`src/rtl/sdram_pkg.sv`:
```
// sdram_pkg: command encodings and arbiter state constants
// shared by the sdram_* engines and the bus arbiter.
package sdram_pkg;

   // {CS_N, RAS_N, CAS_N, WE_N}
   localparam logic [3:0] CMD_NOP  = 4'b0111;
   localparam logic [3:0] CMD_PRE  = 4'b0010;
   localparam logic [3:0] CMD_AREF = 4'b0001;
   localparam logic [3:0] CMD_MRS  = 4'b0000;
   localparam logic [3:0] CMD_ACT  = 4'b0011;
   localparam logic [3:0] CMD_WR   = 4'b0100;
   localparam logic [3:0] CMD_RD   = 4'b0101;

   // One-hot arbiter states
   typedef enum logic [4:0] {
      S_IDLE  = 5'b00001,
      S_ARBIT = 5'b00010,
      S_AREF  = 5'b00100,
      S_WRITE = 5'b01000,
      S_READ  = 5'b10000
   } arb_state_t;

endpackage

```
`src/rtl/sdram_arbiter.sv`:
```
// sdram_arbiter: owns the SDRAM pins after init and hands
// the bus to refresh, write or read engines one at a time.
module sdram_arbiter
   import sdram_pkg::*;
#(
   parameter int         ADDR_W  = 13,
   parameter int         BA_W    = 2,
   parameter logic [3:0] CMD_NOP = 4'b0111
) (
   input  logic              clk,
   input  logic              rst_n,
   input  logic [3:0]        init_cmd,
   input  logic [ADDR_W-1:0] init_addr,
   input  logic              init_end,
   input  logic              aref_req,
   input  logic [3:0]        aref_cmd,
   input  logic [ADDR_W-1:0] aref_addr,
   input  logic              aref_end,
   input  logic              wr_req,
   input  logic [3:0]        wr_cmd,
   input  logic [ADDR_W-1:0] wr_addr,
   input  logic [BA_W-1:0]   wr_ba,
   input  logic              wr_end,
   input  logic              rd_req,
   input  logic [3:0]        rd_cmd,
   input  logic [ADDR_W-1:0] rd_addr,
   input  logic [BA_W-1:0]   rd_ba,
   input  logic              rd_end,
   output logic              aref_en,
   output logic              wr_en,
   output logic              rd_en,
   output logic              aref_pend,
   output logic [3:0]        sdram_cmd,
   output logic [ADDR_W-1:0] sdram_addr,
   output logic [BA_W-1:0]   sdram_ba
);

   arb_state_t        state_c;
   arb_state_t        state_n;
   logic              pend_n;
   logic [3:0]        cmd_n;
   logic [ADDR_W-1:0] addr_n;
   logic [BA_W-1:0]   ba_n;

   // Next state: fixed priority refresh > write > read,
   // every operation returns through ARBIT
   always_comb begin
      state_n = state_c;
      unique case (state_c)
         S_IDLE:  if (init_end) state_n = S_ARBIT;
         S_ARBIT: begin
            if (aref_pend)   state_n = S_AREF;
            else if (wr_req) state_n = S_WRITE;
            else if (rd_req) state_n = S_READ;
         end
         S_AREF:  if (aref_end) state_n = S_ARBIT;
         S_WRITE: if (wr_end)   state_n = S_ARBIT;
         S_READ:  if (rd_end)   state_n = S_ARBIT;
         default: state_n = S_IDLE;
      endcase
   end

   // Refresh owed: a new request beats a same-cycle completion
   always_comb begin
      pend_n = aref_pend;
      if (aref_end) pend_n = 1'b0;
      if (aref_req && state_c != S_IDLE) pend_n = 1'b1;
   end

   // Pin mux keyed on the upcoming state so the engine's
   // command lands on the pins one clock after it is driven
   always_comb begin
      cmd_n  = CMD_NOP;
      addr_n = '0;
      ba_n   = '0;
      unique case (state_n)
         S_IDLE: begin
            cmd_n  = init_cmd;
            addr_n = init_addr;
         end
         S_AREF: begin
            cmd_n  = aref_cmd;
            addr_n = aref_addr;
         end
         S_WRITE: begin
            cmd_n  = wr_cmd;
            addr_n = wr_addr;
            ba_n   = wr_ba;
         end
         S_READ: begin
            cmd_n  = rd_cmd;
            addr_n = rd_addr;
            ba_n   = rd_ba;
         end
         default: begin
            cmd_n  = CMD_NOP;
            addr_n = '0;
            ba_n   = '0;
         end
      endcase
   end

   // State, grants, pending flag and pins, all registered
   always_ff @(posedge clk or negedge rst_n) begin
      if (!rst_n) begin
         state_c    <= S_IDLE;
         aref_en    <= 1'b0;
         wr_en      <= 1'b0;
         rd_en      <= 1'b0;
         aref_pend  <= 1'b0;
         sdram_cmd  <= CMD_NOP;
         sdram_addr <= '0;
         sdram_ba   <= '0;
      end else begin
         state_c    <= state_n;
         aref_en    <= (state_n == S_AREF);
         wr_en      <= (state_n == S_WRITE);
         rd_en      <= (state_n == S_READ);
         aref_pend  <= pend_n;
         sdram_cmd  <= cmd_n;
         sdram_addr <= addr_n;
         sdram_ba   <= ba_n;
      end
   end

endmodule

```
`config.mk`:
```
export PLATFORM = sky130hd
export DESIGN_NAME = sdram_arbiter
export DESIGN_NICKNAME = d
export VERILOG_FILES = /design/src/rtl/sdram_pkg.sv /design/src/rtl/sdram_arbiter.sv
export SDC_FILE = /design/constraint.sdc
export NUM_CORES = 1
export LEC_CHECK = 0
export ABC_AREA = 0
export CORE_ASPECT_RATIO = 0.5
export CORE_MARGIN = 2
export CORE_UTILIZATION = 34
export DETAILED_ROUTE_END_ITERATION = 12
export GPL_ROUTABILITY_DRIVEN = 1
export GPL_TIMING_DRIVEN = 0
export PLACE_DENSITY = 0.78
export SETUP_SLACK_MARGIN = 0.3
export SYNTH_ARGS = -nofsm -noshare
export SYNTH_HDL_FRONTEND = slang
export SYNTH_SLANG_ARGS = --single-unit
```
`constraint.sdc`:
```
create_clock -name clk -period 2.15 [get_ports clk]
set_clock_uncertainty 0.05 [all_clocks]
set_input_delay 0.3225 -clock clk [delete_from_list [all_inputs] [get_ports clk]]
set_output_delay 0.3225 -clock clk [all_outputs]
set_load 0.05 [all_outputs]
```
Yosys cells after proc, flatten, opt, wreduce, memory -nomap -nowiden --
Cells that the tools add are included.
Storage, ports and cells: register bits 28, input port bits 81, output and inout port bits 23, word-level logic and storage cells 33
Operators by class: equal/unequal tests 10, muxes and demuxes 13, reduce and logical (&&, ||, !) cells 2
Operator list (number):
- case mux 13 bit (4 select lines) | 1
- 2-to-1 mux 5 bit | 7
- case mux 5 bit (5 select lines) | 1
- case mux 4 bit (4 select lines) | 1
- equality test 5 x 1 -> 1 bit, second input constant | 2
- equality test 5 x 3 -> 1 bit, second input constant | 2
- equality test 5 x 4 -> 1 bit, second input constant | 2
- equality test 5 bit, second input constant | 2
- equality test 5 x 2 -> 1 bit, second input constant | 1
- inequality test 5 x 1 -> 1 bit, second input constant | 1
- case mux 2 bit (2 select lines) | 1
- 2-to-1 mux 1 bit | 2
- nonzero test 2 bit | 1
- logical AND 1 bit | 1

Depth between registers and ports, before layout --
Gate-level depths: netlist of the first run.
depth in word-level cells 6, depth in mapped cells 8, mapped depth without buffers 5

Worst setup path after synthesis of the first run --
Ideal clock, no wire load.
path kind register to register, from reg aref_pend, to reg sdram_cmd[0], setup time 0.083 ns, arrival 1.737 ns, data required time 2.017 ns, slack 0.280 ns, stages on the path, launching flop included 6, buffers on the path 1, period minus slack after synthesis 1.870 ns, path through dfrtp_1 inv_1 a32o_2 buf_6 a221o_1 a221o_1
On the way: word-level cells in the longest chain between the ends 4, elaborated cells between the ends (all ways) 7, those cells by class eq/ne: 4; mux: 3
RTL lines:
- from (decl) | RTL line sdram_arbiter.sv:32 | output logic aref_pend,
- from (signal assigned) | RTL line sdram_arbiter.sv:119 | aref_pend <= pend_n;
- 2-to-1 mux 5 bit (*) | RTL line sdram_arbiter.sv:52 | if (aref_pend) state_n = S_AREF;
- case mux 5 bit (5 select lines) (*) | RTL line sdram_arbiter.sv:49 | unique case (state_c)
- equality test 5 bit (tied with other cells) | RTL line sdram_arbiter.sv:76 | unique case (state_n)
- case mux 4 bit (4 select lines) (*) | RTL line sdram_arbiter.sv:76
- via cmd_n[0] | RTL line sdram_arbiter.sv:41 | logic [3:0] cmd_n;
- to (signal assigned) | RTL line sdram_arbiter.sv:120 | sdram_cmd <= cmd_n;
- to (decl) | RTL line sdram_arbiter.sv:33 | output logic [3:0] sdram_cmd,
Mark *: on every way through the listed nets, which the timed path passes. The rest lies on a longest branch. A chain may end at the register's enable or synchronous reset.

Worst setup path after layout of the first run --
from reg state_c[0], to reg sdram_addr[4]
On the way: word-level cells in the longest chain between the ends 6, elaborated cells between the ends (all ways) 18, those cells by class eq/ne: 9; mux: 9
RTL lines:
- from (decl) | RTL line sdram_arbiter.sv:38 | arb_state_t state_c;
- from (signal assigned) | RTL line sdram_arbiter.sv:115 | state_c <= state_n;
- 2-to-1 mux 5 bit | RTL line sdram_arbiter.sv:54 | else if (rd_req) state_n = S_READ;
- 2-to-1 mux 5 bit | RTL line sdram_arbiter.sv:53 | else if (wr_req) state_n = S_WRITE;
- 2-to-1 mux 5 bit | RTL line sdram_arbiter.sv:52
- case mux 5 bit (5 select lines) (*) | RTL line sdram_arbiter.sv:49
- equality test 5 bit (tied with other cells) | RTL line sdram_arbiter.sv:76
- case mux 13 bit (4 select lines) (*) | RTL line sdram_arbiter.sv:76
- via addr_n[4] | RTL line sdram_arbiter.sv:42 | logic [ADDR_W-1:0] addr_n;
- to (signal assigned) | RTL line sdram_arbiter.sv:121 | sdram_addr <= addr_n;
- to (decl) | RTL line sdram_arbiter.sv:34 | output logic [ADDR_W-1:0] sdram_addr,
Marks and branches as above.

==> out/results.tsv, run 1 <==
metric	value	unit
layout cells sized above 1	15.9	%
routed wire length	4.70	mm
vias	1449	
Slew Limit Fails	0	
area growth from synthesis to layout	91.6	%
setup TNS	0	ps
DR top layer	met4	
total power	0.00297	W
total core area	3900	um2
measured slew at the worst slew-check pin	603	ps
first-pass GRT wire length	7.33	mm
Die Y	49.0	um
CTS Buf Count	3	
Detail Route Antenna Nets	0	
largest net degree at the start of global routing	29	
TritonCTS clock tree	built	
vias in the first global route	1535	
period utilization	90.2	%
DR iter-0 viols	81	
crit path capture type	flip-flop	
WL met1	1.84	mm
PD cells	1120	nW/um2
syn_nets	188	
HP Class	in -> async	
drt wl/cell	17.1	um
Worst setup SP type	flip-flop	
status	finished with violations	
CP Max Fanout	6	
final cell count without fillers	274	
nets@finish	302	
Worst path slowest cell	dfstp_2	
dpl cell area	2480	um2
htree depth	1	
clock sink total	28	
Clk Latency, worst-skew pair	270	ps
routed vias/inst	5.29	
FP Rows	16	
WL met3	255	um
asr flop ratio synth	100	%
Yosys reg bits	28	
WP data required	2270	ps
Final Hold Viols	7	
CP max stage delay	580	ps
Worst slew margin	59.8	%
worst vdd ir	0.436	mV
FMAX	0.516	GHz
Placer Congestion	0.808	
cell count after synthesis	107	
Fin Hold WS	-9.76	ps
initial antenna violation count	0	
clk slew on worst S/H paths	100	ps
Clock Tree Buf Depth	2	
RSZ-0062 raised after global routing	true	
Synth Flop Type	dfrtp_1	
mean area per synthesized cell	12.9	um2
DP HPWL	3.46	mm
MaxCap Viol Count	0	
total grt overflow	0	
Post-synth EDFFs	0	
fin crit period	1940	ps
Cell Area, Synth	1380	um2
share of the core filled with cells	67.6	%
WP data arrival	2060	ps
Starting Density	35.3	%
failing checks	hold timing	
Die ar.	4610	um2
synth warn	0	
sequential cell area fraction in the yosys report	51.2	%
GR Util All Layers	21.0	%
Unique masters post-synth	29	
Setup Viol. Count Final	0	
IO Pins	104	
drt pass-1 iters	4	
Die X	94.0	um
crit-path cells	or2b_4, nor2_4, a32o_2, buf_6, clkbuf_16, a22o_1, a221o_1	
met2 wire len	2.47	mm
Fillers	302	
cell leakage power	1.11	nW
Ant. Diodes	0	
placed cell count	264	
Crit Path Class	reg -> reg	
DRC	0	
Port Buffers	103	
Root Driver	clkbuf_8	
post-route cell area	2640	um2
[where the power goes]
group,switching [W],total [W],internal [W]
registers,0.0000880,0.000826,0.000738
clock network,0.000161,0.000411,0.000249
logic,0.00102,0.00173,0.000715
total,0.00127,0.00297,0.00170
[flip-flops by register name, summed over array words and instances (netlist names)]
signal / flops
wr_en: 1
rd_en: 1
aref_en: 1
sdram_addr: 13
sdram_ba: 2
state_c: 5
sdram_cmd: 4
aref_pend: 1
[placed cells by master (no fill, tap or decap), drive strengths merged, types with 2 or more instances in the layout]
master / n
a221o: 20
a22o: 16
a32o: 6
buf: 15
clkbuf: 4
clkdlybuf4s50: 97
dfrtp: 24
dfstp: 4
dlygate4sd2: 4
inv: 3
nand3b: 4
nor2: 5
o21ai: 2
[Yosys cell counts, types with 2 or more instances]
cell	count	area [um2]
dfrtp_1	24	601
a221o_1	20	200
a22o_1	16	140
a32o_1	5	50.1
buf_6	4	45.0
dfstp_2	4	105
nand3b_1	4	30.0
buf_2	3	15.0
inv_1	3	11.3
nor2_1	3	11.3
buf_4	2	15.0
o21ai_0	2	10.0
[what timing repair did]
action                                  CTS  global route
endpoints found under the setup margin   23            20
buffers inserted                          3             0
gates resized for setup                  15             3
cloned                                    2             1
pin swaps                                 3            14
hold buffers                              0             0
[cell families after synthesis]
family                    count (synthesis)  synth area share, %
AOI/OAI and AO/OA                        50                 33.2
buffers and inverters                    12                 6.27
DFF                                      28                 51.2
and+or+nand+nor                          16                 8.63
xor gates and xnor gates                  1                0.636
[layer usage]
metal	track usage (%)	vias to the layer above
met4	6.76	0
met1	25.7	707
li1	-	673
met2	37.3	57
met3	4.17	12
met5	0	-
[stage by stage]
stage	hold slack [ps]	setup WS [ps]
floorplan	-23.1	309
global placement	519	71.7
detailed placement	523	35.8
CTS	569	228
global route	37.3	156
finish	-9.76	211
[cell type report]
type	instances	area (um2)	area share, %
Timing Repair Buffer	109	1080	41.0
Sequential cell	28	708	26.8
Multi-Input combinational cell	67	604	22.9
Buffer	9	93.8	3.55
Tap cell	54	67.6	2.56
Clock buffer	3	41.3	1.56
Clock inverter	1	30.0	1.14
Inverter	3	11.3	0.427
[critical path, delay by kind of cell (launching register included)]
kind	cells	cell delay, ps
buf+inv	2	290
compound gates	3	700
simple gates	2	200
flops	1	580
[final timing paths]
| path | from | end | slack (ps) | cells after the start |
|---|---|---|---|---|
| worst max-delay path | state_c[0]$_DFF_PN1_ | sdram_addr[4]$_DFF_PN0_ | 210 | 7 |
| worst min-delay path | rst_n | sdram_addr[11]$_DFF_PN0_ | -10 | 1 |
| worst max register to register | state_c[0]$_DFF_PN1_ | sdram_addr[4]$_DFF_PN0_ | 210 | 7 |
| worst min register to register | aref_pend$_DFFE_PN0P_ | aref_en$_DFF_PN0_ | 560 | 1 |
| max in group asynchronous | rst_n | aref_pend$_DFFE_PN0P_ | 1620 | 1 |
| min in group clk | aref_pend$_DFFE_PN0P_ | aref_en$_DFF_PN0_ | 560 | 1 |
(Power assumes the default switching activity.)
==> run 2: changes to the inputs <==
==> constraint.sdc (replaced) <==
create_clock -name clk -period 2.15 [get_ports clk]
set_clock_uncertainty 0.05 [all_clocks]
set_input_delay 0.3225 -clock clk [delete_from_list [all_inputs] [get_ports clk]]
set_output_delay 0.3225 -clock clk [all_outputs]
set_load 0.01 [all_outputs]
==> out/results.tsv, run 2 (synthesized netlist as in run 1, its figures left out) <==
metric	value	unit	change
status	finished with violations		unchanged
failing checks	hold timing		unchanged
Slew Limit Fails	0		unchanged
Worst path slowest cell	dfstp_2		unchanged
WP data arrival	2120	ps	was 2060 ps
DRC	0		unchanged
drt pass-1 iters	4		unchanged
vias in the first global route	1453		was 1535
register area	707	um2	was 708 um2
multi-input combinational cell area	612	um2	was 604 um2
Crit Path Class	reg -> reg		unchanged
nets@finish	306		was 302
Port Buffers	103		unchanged
Fin Hold WS	-4.54	ps	was -9.76 ps
Clock Tree Buf Depth	2		unchanged
Clk Latency, worst-skew pair	270	ps	about the same
Placer Congestion	0.803		was 0.808
HP Class	in -> async		unchanged
commonest non-fill, non-tap cell in the layout	clkdlybuf4s50_1		unchanged
commonest non-fill, non-tap cells in the layout	clkdlybuf4s50_1 (102), dfrtp_1 (23), a221o_1 (20)		was clkdlybuf4s50_1 (97), dfrtp_1 (22), a221o_1 (20)
crit path capture type	flip-flop		unchanged
met2 Usage GRT	35.1	%	was 37.3%
RSZ-0062 raised after global routing	true		unchanged
Root Driver	clkbuf_8		unchanged
CP bufs+invs	2		unchanged
TritonCTS clock tree	built		unchanged
dpl cell area	2480	um2	about the same
Biggest register	sdram_addr		unchanged
layout cells sized above 1	17.4	%	was 15.9%
CP Max Fanout	5		was 6
cell leakage power	1.11	nW	about the same
drt wl/cell	16.7	um	was 17.1 um
FP Rows	16		unchanged
grt met1 use	24.7	%	was 25.7%
Worst setup SP type	flip-flop		unchanged
routed wire length	4.64	mm	was 4.70 mm
clk slew on worst S/H paths	90	ps	was 100 ps
Die Y	49.0	um	unchanged
DP Worst Slack	50.6	ps	was 35.8 ps
PnR worst setup slack	183	ps	was 211 ps
met3 Use GR	4.48	%	was 4.17%
PD cells	912	nW/um2	was 1120 nW/um2
total grt overflow	0		unchanged
Die ar.	4610	um2	unchanged
biggest regs	sdram_addr (13), state_c (5), sdram_cmd (4)		unchanged
GR Util All Layers	20.2	%	was 21.0%
Fillers	304		was 302
Detail Route Antenna Nets	0		unchanged
CTS Buf Count	3		unchanged
largest net degree at the start of global routing	29		unchanged
GRT Max-Usage Layer	met2		unchanged
worst vdd ir	0.390	mV	was 0.436 mV
DR iter-0 viols	84		was 81
Ant. Diodes	0		unchanged
period utilization	91.5	%	was 90.2%
fin crit period	1970	ps	was 1940 ps
area growth from synthesis to layout	94.5	%	was 91.6%
Starting Density	35.3	%	unchanged
MaxCap Viol Count	0		unchanged
vias	1467		was 1449
total core area	3900	um2	unchanged
htree depth	1		unchanged
DP HPWL	3.35	mm	was 3.46 mm
Critical Path Stages	7		unchanged
Largest register FFs	13		unchanged
WP data required	2300	ps	was 2270 ps
crit-path cells	or2b_4, nor2_4, a32o_2, buf_6, buf_6, a221o_1, a221o_1		was or2b_4, nor2_4, a32o_2, buf_6, clkbuf_16, a22o_1, a221o_1
CP top delay family	compound AO/OA/AOI/OAI gates		unchanged
routed vias/inst	5.28		was 5.29
setup TNS	0	ps	unchanged
CP max stage delay	590	ps	was 580 ps
measured slew at the worst slew-check pin	596	ps	was 603 ps
Final Hold Viols	24		was 7
first-pass GRT wire length	7.17	mm	was 7.33 mm
Worst slew margin	60.3	%	was 59.8%
post-route cell area	2680	um2	was 2640 um2
IO Pins	104		unchanged
initial antenna violation count	0		unchanged
Setup Viol. Count Final	0		unchanged
FMAX	0.508	GHz	was 0.516 GHz
Die X	94.0	um	unchanged
clock sink total	28		unchanged
R2R depth	7		unchanged
[run 2: layout make-up]
| cell class | count | share of cell area, % |
|---|---|---|
| inverter | 3 | 0.420 |
| sequential | 28 | 26.4 |
| multi-input combinational | 67 | 22.8 |
| timing repair buffer | 113 | 42.1 |
| clock buffer | 4 | 2.06 |
| buffer | 9 | 3.64 |
| tap | 54 | 2.52 |
[run 2: through the flow]
step | instances | total power (W) | hold WS [ps] | utilization, %
finish | 278 | 0.00244 | -4.54 | 68.6
global route | 278 | 0.00258 | 40.4 | 68.6
detailed placement | 264 | 0.00197 | 566 | 63.4
floorplan | 107 | 0.00137 | -23.1 | -
global placement | 264 | 0.00195 | 566 | 63.4
CTS | 276 | 0.00240 | 571 | 67.6
[run 2: routing by layer]
layer | up-vias | routed length, um
met5 | - | 0
met1 | 704 | 1930
met3 | 14 | 255
met2 | 65 | 2330
li1 | 684 | -
met4 | 0 | 121
[run 2: timing repair]
action                                  CTS  global route
endpoints found under the setup margin   18            19
hold buffers                              0             0
resized for setup                        10            11
gates cloned                              2             0
pin swaps                                13             6
setup buffers                             6             2
endpoints found under the hold margin     0             0
[run 2: path summary, 6_finish.rpt]
| path | startpoint | to | slack, ps |
|---|---|---|---|
| hold / removal | rst_n | sdram_addr[7]$_DFF_PN0_ | -5 |
| setup reg to reg | state_c[0]$_DFF_PN1_ | sdram_cmd[0]$_DFF_PN1_ | 180 |
| max in group asynchronous | rst_n | state_c[1]$_DFF_PN0_ | 1630 |
| hold reg to reg | state_c[1]$_DFF_PN0_ | aref_pend$_DFFE_PN0P_ | 570 |
| setup / recovery | state_c[0]$_DFF_PN1_ | sdram_cmd[0]$_DFF_PN1_ | 180 |
| min in group clk | state_c[1]$_DFF_PN0_ | aref_pend$_DFFE_PN0P_ | 570 |
[run 2: power by group]
group	switching, W	internal [W]	leakage, nW	total (W)
registers	0.0000919	0.000738	0.349	0.000830
clock network	0.000158	0.000164	0.0288	0.000322
logic	0.000513	0.000780	0.733	0.00129
total	0.000762	0.00168	1.11	0.00244
==> run 3: changes to the inputs <==
--- a/config.mk
+++ b/config.mk
@@ -11,7 +11,6 @@
 export CORE_UTILIZATION = 34
 export DETAILED_ROUTE_END_ITERATION = 12
 export GPL_ROUTABILITY_DRIVEN = 1
-export GPL_TIMING_DRIVEN = 0
 export PLACE_DENSITY = 0.78
 export SETUP_SLACK_MARGIN = 0.3
 export SYNTH_ARGS = -nofsm -noshare
==> out/results.tsv, run 3 (synthesized netlist as in run 1, its figures left out) <==
metric	value	unit	change
status	finished clean		was finished with violations
RSZ-0062 raised after global routing	true		unchanged
routed wire length	4.43	mm	was 4.64 mm
R2R depth	6		was 7
routed vias/inst	5.29		was 5.28
Critical R2R Capture	sdram_addr[10]$_DFF_PN0_		was sdram_cmd[0]$_DFF_PN1_
period utilization	89.0	%	was 91.5%
biggest regs	sdram_addr (13), state_c (5), sdram_cmd (4)		unchanged
Setup Viol. Count Final	0		unchanged
HP Class	in -> async		unchanged
Fillers	297		was 304
met2 wire len	2.31	mm	was 2.33 mm
Final Hold Viols	0		was 24
Detail Route Antenna Nets	0		unchanged
WL met3	168	um	was 255 um
setup slack, reg-to-reg	240	ps	was 180 ps
DP Worst Slack	73.0	ps	was 50.6 ps
TritonCTS clock tree	built		unchanged
DR top layer	met4		unchanged
setup TNS	0	ps	unchanged
total core area	3900	um2	unchanged
clk slew on worst S/H paths	90	ps	about the same
first-pass GRT wire length	7.22	mm	was 7.17 mm
largest net degree at the start of global routing	29		unchanged
Slew Limit Fails	0		unchanged
vias in the first global route	1392		was 1453
WL met1	1.90	mm	was 1.93 mm
Critical R2R Launch	state_c[0]$_DFF_PN1_		unchanged
Root Driver	clkbuf_8		unchanged
MaxCap Viol Count	0		unchanged
nets@finish	293		was 306
crit path capture type	flip-flop		unchanged
DP HPWL	3.24	mm	was 3.35 mm
commonest non-fill, non-tap cells in the layout	clkdlybuf4s50_1 (103), dfrtp_1 (24), a221o_1 (20)		was clkdlybuf4s50_1 (102), dfrtp_1 (23), a221o_1 (20)
placed cell count	260		was 264
Worst slew margin	67.4	%	was 60.3%
Die ar.	4610	um2	unchanged
dpl cell area	2460	um2	was 2480 um2
total grt overflow	0		unchanged
measured slew at the worst slew-check pin	487	ps	was 596 ps
drt wl/cell	16.7	um	about the same
drt pass-1 iters	4		unchanged
initial antenna violation count	0		unchanged
worst vdd ir	0.352	mV	was 0.390 mV
register area	706	um2	was 707 um2
clock sink total	28		unchanged
WP data arrival	2020	ps	was 2120 ps
Biggest register	sdram_addr		unchanged
multi-input combinational cell area	626	um2	was 612 um2
share of the core filled with cells	65.3	%	was 68.6%
layout cells sized above 1	10.4	%	was 17.4%
Clock Tree Buf Depth	2		unchanged
cell leakage power	1.02	nW	was 1.11 nW
FP Rows	16		unchanged
DR iter-0 viols	119		was 84
Port Buffers	103		unchanged
CP Max Fanout	14		was 5
final cell count without fillers	265		was 278
Starting Density	35.3	%	unchanged
area growth from synthesis to layout	85.0	%	was 94.5%
commonest non-fill, non-tap cell in the layout	clkdlybuf4s50_1		unchanged
Crit Path Class	reg -> reg		unchanged
Die X	94.0	um	unchanged
post-route cell area	2550	um2	was 2680 um2
hold buffers post-CTS	0		unchanged
vias	1401		was 1467
htree depth	1		unchanged
GR Util All Layers	20.2	%	about the same
Placer Congestion	0.766		was 0.803
PD cells	897	nW/um2	was 912 nW/um2
Clk Latency, worst-skew pair	270	ps	about the same
Worst setup SP type	flip-flop		unchanged
WP data required	2260	ps	was 2300 ps
IO Pins	104		unchanged
PnR worst setup slack	236	ps	was 183 ps
Die Y	49.0	um	unchanged
fin crit period	1910	ps	was 1970 ps
CTS Buf Count	3		unchanged
FMAX	0.522	GHz	was 0.508 GHz
Largest register FFs	13		unchanged
Ant. Diodes	0		unchanged
DRC	0		unchanged
[run 3: cell types whose count changed in the layout (fill, tap and decap cells not counted), sizes merged]
cell / change
buf: -15
a32o: +1
clkdlybuf4s50: +1
[run 3: critical path: stages (launching register included)]
cell and delay [ps]:
dfstp_2 600, or2b_4 160, nor2_4 60, a32o_2 260
buf_12 160, a22o_1 230, a221o_1 270
[run 3: per-stage QoR]
stage          hold WS [ps]  power (W)
2_1_floorplan         -23.1    0.00137
3_3_place_gp            566    0.00193
3_5_place_dp            565    0.00196
4_1_cts                 387    0.00229
5_1_grt                 402    0.00243
6_report                374    0.00229
[run 3: area by class of cell]
| cell class | instances | area share [%] |
|---|---|---|
| Tap cell | 54 | 2.65 |
| Multi-Input combinational cell | 68 | 24.5 |
| Inverter | 3 | 0.442 |
| Sequential cell | 28 | 27.7 |
| Clock buffer | 4 | 1.77 |
| Timing Repair Buffer | 108 | 42.9 |
[run 3: how the worst max path moves through the flow]
| stage | startpoint | to | slack (ps) | cells past startpoint |
|---|---|---|---|---|
| finish | state_c[0]$_DFF_PN1_ | sdram_addr[10]$_DFF_PN0_ | 240 | 6 |
| CTS | state_c[0]$_DFF_PN1_ | sdram_addr[12]$_DFF_PN0_ | 240 | 6 |
| global route | state_c[4]$_DFF_PN0_ | sdram_cmd[1]$_DFF_PN1_ | 180 | 5 |
| detailed placement | aref_end | sdram_addr[12]$_DFF_PN0_ | 70 | 6 |
| floorplan | state_c[0]$_DFF_PN1_ | sdram_addr[10]$_DFF_PN0_ | 310 | 7 |
| global placement | aref_end | sdram_addr[4]$_DFF_PN0_ | 120 | 6 |
[run 3: where the power goes]
part | total [W] | switching, W | internal, W
clock network | 0.000285 | 0.000152 | 0.000133
registers | 0.000828 | 0.0000916 | 0.000737
logic | 0.00117 | 0.000487 | 0.000685
[run 3: routing by layer]
| layer | GRT usage (%) | up-vias |
|---|---|---|
| li1 | - | 659 |
| met2 | 35.8 | 46 |
| met4 | 3.38 | 0 |
| met1 | 26.3 | 692 |
| met3 | 3.55 | 4 |
| met5 | 0 | - |
[run 3: timing repair]
action | CTS | global route
pin swaps | 3 | 0
setup endpoints to repair | 17 | 19
setup buffers | 0 | 0
gates resized for setup | 5 | 1
cloned | 1 | 0
